**config.mk**
```make
export PLATFORM = sky130hd
export DESIGN_NAME = bram_com_ctrl_flat
export DESIGN_NICKNAME = d
export VERILOG_FILES = /design/src/rtl/bram_com_ctrl_if.sv /design/src/rtl/bram_com_ctrl.sv /design/src/flat_wrapper.sv
export SDC_FILE = /design/constraint.sdc
export NUM_CORES = 1
export LEC_CHECK = 0
export BUFFER_PORTS_ARGS = -buffer_cell sky130_fd_sc_hd__buf_2
export CORE_MARGIN = 1
export CORE_UTILIZATION = 46
export CTS_CLUSTER_SIZE = 20
export DETAILED_ROUTE_END_ITERATION = 7
export PLACE_DENSITY = 0.86
export RECOVER_POWER = 25
export SYNTH_ARGS = -nofsm -noshare
export SYNTH_HDL_FRONTEND = slang
export SYNTH_SLANG_ARGS = --single-unit
```
**constraint.sdc**
```tcl
create_clock -name clk -period 2.06 [get_ports clk]
set_input_delay 0.206 -clock clk [delete_from_list [all_inputs] [get_ports clk]]
set_output_delay 0.206 -clock clk [all_outputs]
set_load 0.01 [all_outputs]
```
**src/rtl/bram_com_ctrl_if.sv**
```systemverilog
// rtl/bram_com_ctrl_if.sv - EPP host port and BRAM port signal bundle
interface bram_com_ctrl_if #(
  parameter int ADDR_W = 12
);
  // EPP host side
  logic              stb_data;
  logic              ctrl_wr;
  logic [7:0]        epp_in;
  logic [7:0]        epp_out;
  logic [7:0]        epp_addr_in;
  // BRAM side
  logic [ADDR_W-1:0] bram_addr;
  logic [7:0]        bram_in;
  logic [7:0]        bram_out;
  logic              we_bram;
  logic              clk_bram;

  // Environment view: drives the host pins and returns BRAM read data
  modport master (
    output stb_data, ctrl_wr, epp_in, epp_addr_in, bram_in,
    input  epp_out, bram_addr, bram_out, we_bram, clk_bram
  );

  // Controller view
  modport slave (
    input  stb_data, ctrl_wr, epp_in, epp_addr_in, bram_in,
    output epp_out, bram_addr, bram_out, we_bram, clk_bram
  );
endinterface

```
**src/rtl/bram_com_ctrl.sv**
```systemverilog
// rtl/bram_com_ctrl.sv - EPP host port to 8-bit single-port BRAM bridge with auto-increment
module bram_com_ctrl #(
  parameter int         ADDR_W   = 12,
  parameter logic [7:0] REG_DATA = 8'h00,
  parameter logic [7:0] REG_AHI  = 8'h40,
  parameter logic [7:0] REG_ALO  = 8'h80
) (
  input logic            clk,
  input logic            rst,
  bram_com_ctrl_if.slave bus
);

  // DISARMED: no genuine high strobe seen since reset; strobe edges are ignored.
  // IDLE:     waiting for the strobe to fall.
  // ACTIVE:   strobe is low, the selected register is held until it rises.
  typedef enum logic [1:0] {
    ST_DISARMED = 2'd0,
    ST_IDLE     = 2'd1,
    ST_ACTIVE   = 2'd2
  } state_t;

  state_t state;
  state_t state_nxt;

  logic              s1;
  logic              s2;
  logic              s3;
  logic              v1;
  logic              v2;
  logic              fall;
  logic              rise;
  logic              do_fall;
  logic              do_rise;
  logic [7:0]        held_addr;
  logic [ADDR_W-1:0] addr_q;
  logic [7:0]        wdata_q;
  logic              we_q;
  logic [7:0]        ahi_rd;
  logic [7:0]        rd_mux;

  // Strobe synchronizer and history flop. v1/v2 mark when s2 carries a real
  // sample of the pin instead of its reset value, so a strobe held low
  // across reset release cannot arm the controller.
  always_ff @(posedge clk or posedge rst) begin
    if (rst) begin
      s1 <= 1'b1;
      s2 <= 1'b1;
      s3 <= 1'b1;
      v1 <= 1'b0;
      v2 <= 1'b0;
    end else begin
      s1 <= bus.stb_data;
      s2 <= s1;
      s3 <= s2;
      v1 <= 1'b1;
      v2 <= v1;
    end
  end

  assign fall = s3 & ~s2;
  assign rise = ~s3 & s2;

  // Strobe-tracking state register
  always_ff @(posedge clk or posedge rst) begin
    if (rst) begin
      state <= ST_DISARMED;
    end else begin
      state <= state_nxt;
    end
  end

  // Next-state and edge qualification: edges only act when armed and in order
  always_comb begin
    state_nxt = state;
    do_fall   = 1'b0;
    do_rise   = 1'b0;
    case (state)
      ST_DISARMED: begin
        if (v2 && s2) begin
          state_nxt = ST_IDLE;
        end
      end
      ST_IDLE: begin
        if (fall) begin
          do_fall   = 1'b1;
          state_nxt = ST_ACTIVE;
        end
      end
      ST_ACTIVE: begin
        if (rise) begin
          do_rise   = 1'b1;
          state_nxt = ST_IDLE;
        end
      end
      default: begin
        state_nxt = ST_DISARMED;
      end
    endcase
  end

  // Register file update: address/data writes on fall, auto-increment on rise
  always_ff @(posedge clk or posedge rst) begin
    if (rst) begin
      addr_q    <= '0;
      wdata_q   <= 8'h00;
      we_q      <= 1'b0;
      held_addr <= 8'h00;
    end else begin
      we_q <= 1'b0;
      if (do_fall) begin
        held_addr <= bus.epp_addr_in;
        if (!bus.ctrl_wr) begin
          case (bus.epp_addr_in)
            REG_AHI: addr_q[ADDR_W-1:8] <= bus.epp_in[ADDR_W-9:0];
            REG_ALO: addr_q[7:0]        <= bus.epp_in;
            REG_DATA: begin
              wdata_q <= bus.epp_in;
              we_q    <= 1'b1;
            end
            default: ;
          endcase
        end
      end
      // The strobe lasts >= 3 clocks, so this never overlaps the write pulse
      if (do_rise && (held_addr == REG_DATA)) begin
        addr_q <= addr_q + ADDR_W'(1);
      end
    end
  end

  // Zero-extended high address part for host reads
  always_comb begin
    ahi_rd               = 8'h00;
    ahi_rd[ADDR_W-9:0]   = addr_q[ADDR_W-1:8];
  end

  // Host read mux follows the live register select
  always_comb begin
    rd_mux = 8'h00;
    case (bus.epp_addr_in)
      REG_DATA: rd_mux = bus.bram_in;
      REG_AHI:  rd_mux = ahi_rd;
      REG_ALO:  rd_mux = addr_q[7:0];
      default:  rd_mux = 8'h00;
    endcase
  end

  // BRAM samples on the falling edge of clk, mid-way through the register hold
  assign bus.clk_bram  = ~clk;
  assign bus.bram_addr = addr_q;
  assign bus.bram_out  = wdata_q;
  assign bus.we_bram   = we_q;
  assign bus.epp_out   = rd_mux;

endmodule

```
**src/flat_wrapper.sv**
```systemverilog
// flat-port wrapper written by rule: the top's interface ports become plain ports
module bram_com_ctrl_flat 
#(
  parameter int         ADDR_W   = 12,
  parameter logic [7:0] REG_DATA = 8'h00,
  parameter logic [7:0] REG_AHI  = 8'h40,
  parameter logic [7:0] REG_ALO  = 8'h80
)
  (clk, rst, bus_stb_data, bus_ctrl_wr, bus_epp_in, bus_epp_addr_in, bus_bram_in, bus_epp_out, bus_bram_addr, bus_bram_out, bus_we_bram, bus_clk_bram);
  bram_com_ctrl_if #(.ADDR_W(ADDR_W)) bus_i ();
  input logic clk;
  input logic rst;
  input wire logic [$bits(bus_i.stb_data)-1:0] bus_stb_data;
  input wire logic [$bits(bus_i.ctrl_wr)-1:0] bus_ctrl_wr;
  input wire logic [$bits(bus_i.epp_in)-1:0] bus_epp_in;
  input wire logic [$bits(bus_i.epp_addr_in)-1:0] bus_epp_addr_in;
  input wire logic [$bits(bus_i.bram_in)-1:0] bus_bram_in;
  output wire logic [$bits(bus_i.epp_out)-1:0] bus_epp_out;
  output wire logic [$bits(bus_i.bram_addr)-1:0] bus_bram_addr;
  output wire logic [$bits(bus_i.bram_out)-1:0] bus_bram_out;
  output wire logic [$bits(bus_i.we_bram)-1:0] bus_we_bram;
  output wire logic [$bits(bus_i.clk_bram)-1:0] bus_clk_bram;
  assign bus_i.stb_data = bus_stb_data;
  assign bus_i.ctrl_wr = bus_ctrl_wr;
  assign bus_i.epp_in = bus_epp_in;
  assign bus_i.epp_addr_in = bus_epp_addr_in;
  assign bus_i.bram_in = bus_bram_in;
  assign bus_epp_out = bus_i.epp_out;
  assign bus_bram_addr = bus_i.bram_addr;
  assign bus_bram_out = bus_i.bram_out;
  assign bus_we_bram = bus_i.we_bram;
  assign bus_clk_bram = bus_i.clk_bram;
  bram_com_ctrl #(.ADDR_W(ADDR_W), .REG_DATA(REG_DATA), .REG_AHI(REG_AHI), .REG_ALO(REG_ALO)) u_core (.clk(clk), .rst(rst), .bus(bus_i));
endmodule
```
== Word-level counts from Yosys, hierarchy flattened ==
Cells that the tools add are included.
Storage, ports and cells
  bits of input ports: 28
  output and inout bits: 30
  logic and storage cells: 55
  register bits: 36
Operators by class
  $add $sub $neg: 1
  reduce and logical (&&, ||, !) cells: 12
  multiplexer cells: 17
  bitwise gates (word level): 6
  equality and inequality tests: 8
Operator list (number)
  2-to-1 mux 12 bit: 3
  one-hot mux 8 bit (3 select lines): 1
  logical NOT 8 bit: 2
  adder 12 x 1 -> 12 bit (second input constant): 1
  AND reduction 3 bit: 4
  == test 8 x 7 -> 1 bit (second input constant): 1
  == test 8 bit (second input constant): 1
  2-to-1 mux 8 bit: 1
  inequality test 2 x 1 -> 1 bit (second input constant): 4
  2-to-1 mux 1 bit: 7
  2-to-1 mux 2 bit: 3
  one-hot mux 2 bit (3 select lines): 1
  nonzero test 2 bit: 3
  2-to-1 mux 4 bit: 1
  NOT 1 bit: 4
  AND 1 bit: 2
  == test 2 x 1 -> 1 bit (second input constant): 1
  == test 2 bit (second input constant): 1
  logical AND 1 bit: 2
  logical NOT 2 bit: 1

== Depth between registers and ports, before layout ==
  depth after elaboration: 7
  gate-level depth with buffers: 6
  mapped depth without buffers: 5

==> flow_summary.ini <==
[outcome]
status = finished, final reports clean

[setup_path]
path_cells = nand2b_1 > or3b_1 > or4_4 > mux2_4
crit_slowest_cell = dfstp_2
crit_buf_inv = 0
cp_max_fo = 9
r2r_cells = 4
startpoint = u_core.s3
critPathTopFamily = simple AND/OR/NAND/NOR gates
cp-start-kind = flop
cp-end-kind = flop
arrival_ns = 2.15
r2r_end = u_core.bus.bram_out[4]
r2r_slack_ns = 0.08
path_class = reg -> reg
cp_slowest_stage_delay_ns = 0.55
r2r_start = u_core.s3
crit_required_ns = 2.24

[hold_path]
hold_end = u_core.s1
hp-class = in -> reg
hp-start = bus_stb_data
holdPathStages = 1

[logic_synthesis]
synth_edf_count = 0
syn-cell-area_um2 = 1900
ys_ff_latch = 36
synth_most_common_cell = nand2_1
syn_area_per_cell_um2 = 9.81
async_reset_ff_share_pct = 100
syn_inst = 194
yosys-top-cells-count = nand2_1, dfrtp_1, nor2_1, mux2i_1, nand3_1
synth_cell_types = 41
synth_top_area_cell = dfrtp_1
yosys-top-cells-area = dfrtp_1, nand2_1, mux2_4, mux2i_1, dfstp_2
synth_fp_nets = 223
synth.top_cell.area_share_pct = 43.4
yosysWarningCount = 0
synth_ff_type = dfrtp_1
yosysSeqAreaShare_pct = 47.5

[sta]
clock_skew_ns = 0.00774
rsz0062_at_grt = false
tightest_slew_ns = 0.871
relSlewSlack_pct = 41.9
min_period_over_period_pct = 95.9
tns_ns = 0
finalSetupViolCount = 0
slew_viol_final = 0
max_freq_mhz = 506
timing.final.crit_period_ns = 1.98
final-hold-violation-count = 0
fin_ws_ns = 0.0844

[place]
port_buffers = 57
gp_congestion = 0.906
pre_cts_ws_ns = 0.0815
hpwl_um = 3420

[clock_tree]
hold_buffers = 0
clk_latency_ns = 0.29
clkTransAtPathRegs_ns = 0.07
clockBufferDepth = 2
cts_buffers = 5
clockRootBuffer = clkbuf_8
post-cts-setup-buffers = 0
cts_tree = built
h-tree-depth = 2
cts_resized = 0

[final_layout]
fin_nets = 288
fillers = 346
final_util_pct = 60.2
area_growth_pct = 26.6
final_layout_size_suffix_gt1_share_pct = 35.8
antenna_cells = 0

[route]
first_iter_violations = 113
vias_per_cell = 5.49
antenna_left = 0
finalWirelength_um = 4660
drc_errors = 0
dr.pass1.iters = 4
routedWlPerCell_um = 15.0
dr_total_vias = 1701

[global_route]
antenna_found_initial = 0
grt_overflow_total = 0
grt_pass1_vias = 1568
grt_pass1_wl_um = 7690
grt_max_degree = 37
grt_usage_pct = 23.8

[die]
dieArea_um2 = 4400
coreArea_um2 = 4000
ioPinCount = 58
num_rows = 23
fp.dieW_um = 66.3
fp.dieH_um = 66.3
initial_core_util_pct = 47.6

[pwr]
power_density_nw_per_um2 = 881
p_leak_nw = 1.26
worst_ir_drop_vdd_mv = 0.539
finalPower_mw = 2.12

[flow_run]
cap_violations = 0
worst register-to-register path: stages, from the launching register on:
cell	delay (ns)
dfstp_2	0.55
nand2b_1	0.07
or3b_1	0.37
or4_4	0.55
mux2_4	0.33
flip-flops by register name, summed over array words and instances, names as in the netlist:
| signal | count |
|---|---|
| u_core.bus.bram_addr | 12 |
| u_core.bus.bram_out | 8 |
| u_core.bus.we_bram | 1 |
| u_core.held_addr | 8 |
| u_core.s1 | 1 |
| u_core.s2 | 1 |
| u_core.s3 | 1 |
| u_core.state | 2 |
| u_core.v1 | 1 |
| u_core.v2 | 1 |
layout by cell type (no fill, tap or decap), types with 3 or more instances in the layout:
master and count:
buf_2 57, nand2_1 37, dfrtp_1 33, nor2_1 15
mux2i_1 11, nand3_1 10, inv_1 9, a21oi_1 9
buf_4 9, mux2_4 8, nand4_1 6, clkbuf_8 5
o211ai_1 4, mux2_2 4, o22ai_1 3, dfstp_2 3
where the power goes:
part           internal [mW]  total [mW]  switching [mW]  leakage [nW]
Combinational          0.172       0.411           0.239         0.735
Sequential             0.829       0.928          0.0992         0.447
Clock                  0.497       0.782           0.285        0.0774
area by class of cell:
type / instances / area (µm²) / area share [%]
well taps: 50 / 62.6 / 2.60
clock buffers: 6 / 73.8 / 3.06
inverters: 8 / 30.0 / 1.25
repair buffers: 66 / 353 / 14.6
clock inverters: 4 / 68.8 / 2.86
multi-input cells: 140 / 916 / 38.0
flip-flops and latches: 36 / 905 / 37.6
per-stage QoR:
stage	area, µm²	std cells	hold slack, ns
CTS	2410	310	0.00983
detailed placement	2280	302	0.319
floorplan	1910	194	0.210
global route	2410	310	0.00129
finish	2410	310	0.0179
global placement	2280	302	0.313
layer usage:
metal / global-route usage, % / wire [µm] / up-vias
li1: - / - / 819
met1: 33.0 / 2150 / 812
met2: 35.3 / 2160 / 64
met3: 5.52 / 275 / 6
met4: 9.57 / 69 / 0
met5: 0 / 0 / -
how the worst max path moves through the flow:
stage	end	slack, ns	cells after the start
2_1_floorplan	u_core.bus.bram_out[0]	0.001	6
3_3_place_gp	u_core.bus.bram_out[0]	0.12	4
3_5_place_dp	u_core.bus.bram_out[0]	0.08	4
4_1_cts	u_core.bus.bram_out[0]	0.08	4
5_1_grt	u_core.bus.bram_out[6]	0.01	4
6_report	u_core.bus.bram_out[4]	0.08	4
cells by family (layout without fill, tap and decap cells):
group,count (synthesis),after routing,synth area share [%]
flip-flops,36,36,47.5
multiplexers,23,23,14.5
AO/OA/AOI/OAI,27,27,9.73
adder cells (fa/ha/maj),1,1,0.657
AND/OR/NAND/NOR,88,88,23.1
other,1,1,0.197
buffers and inverters,18,84,4.34
No activity file was read; power rests on OpenSTA's default activity.
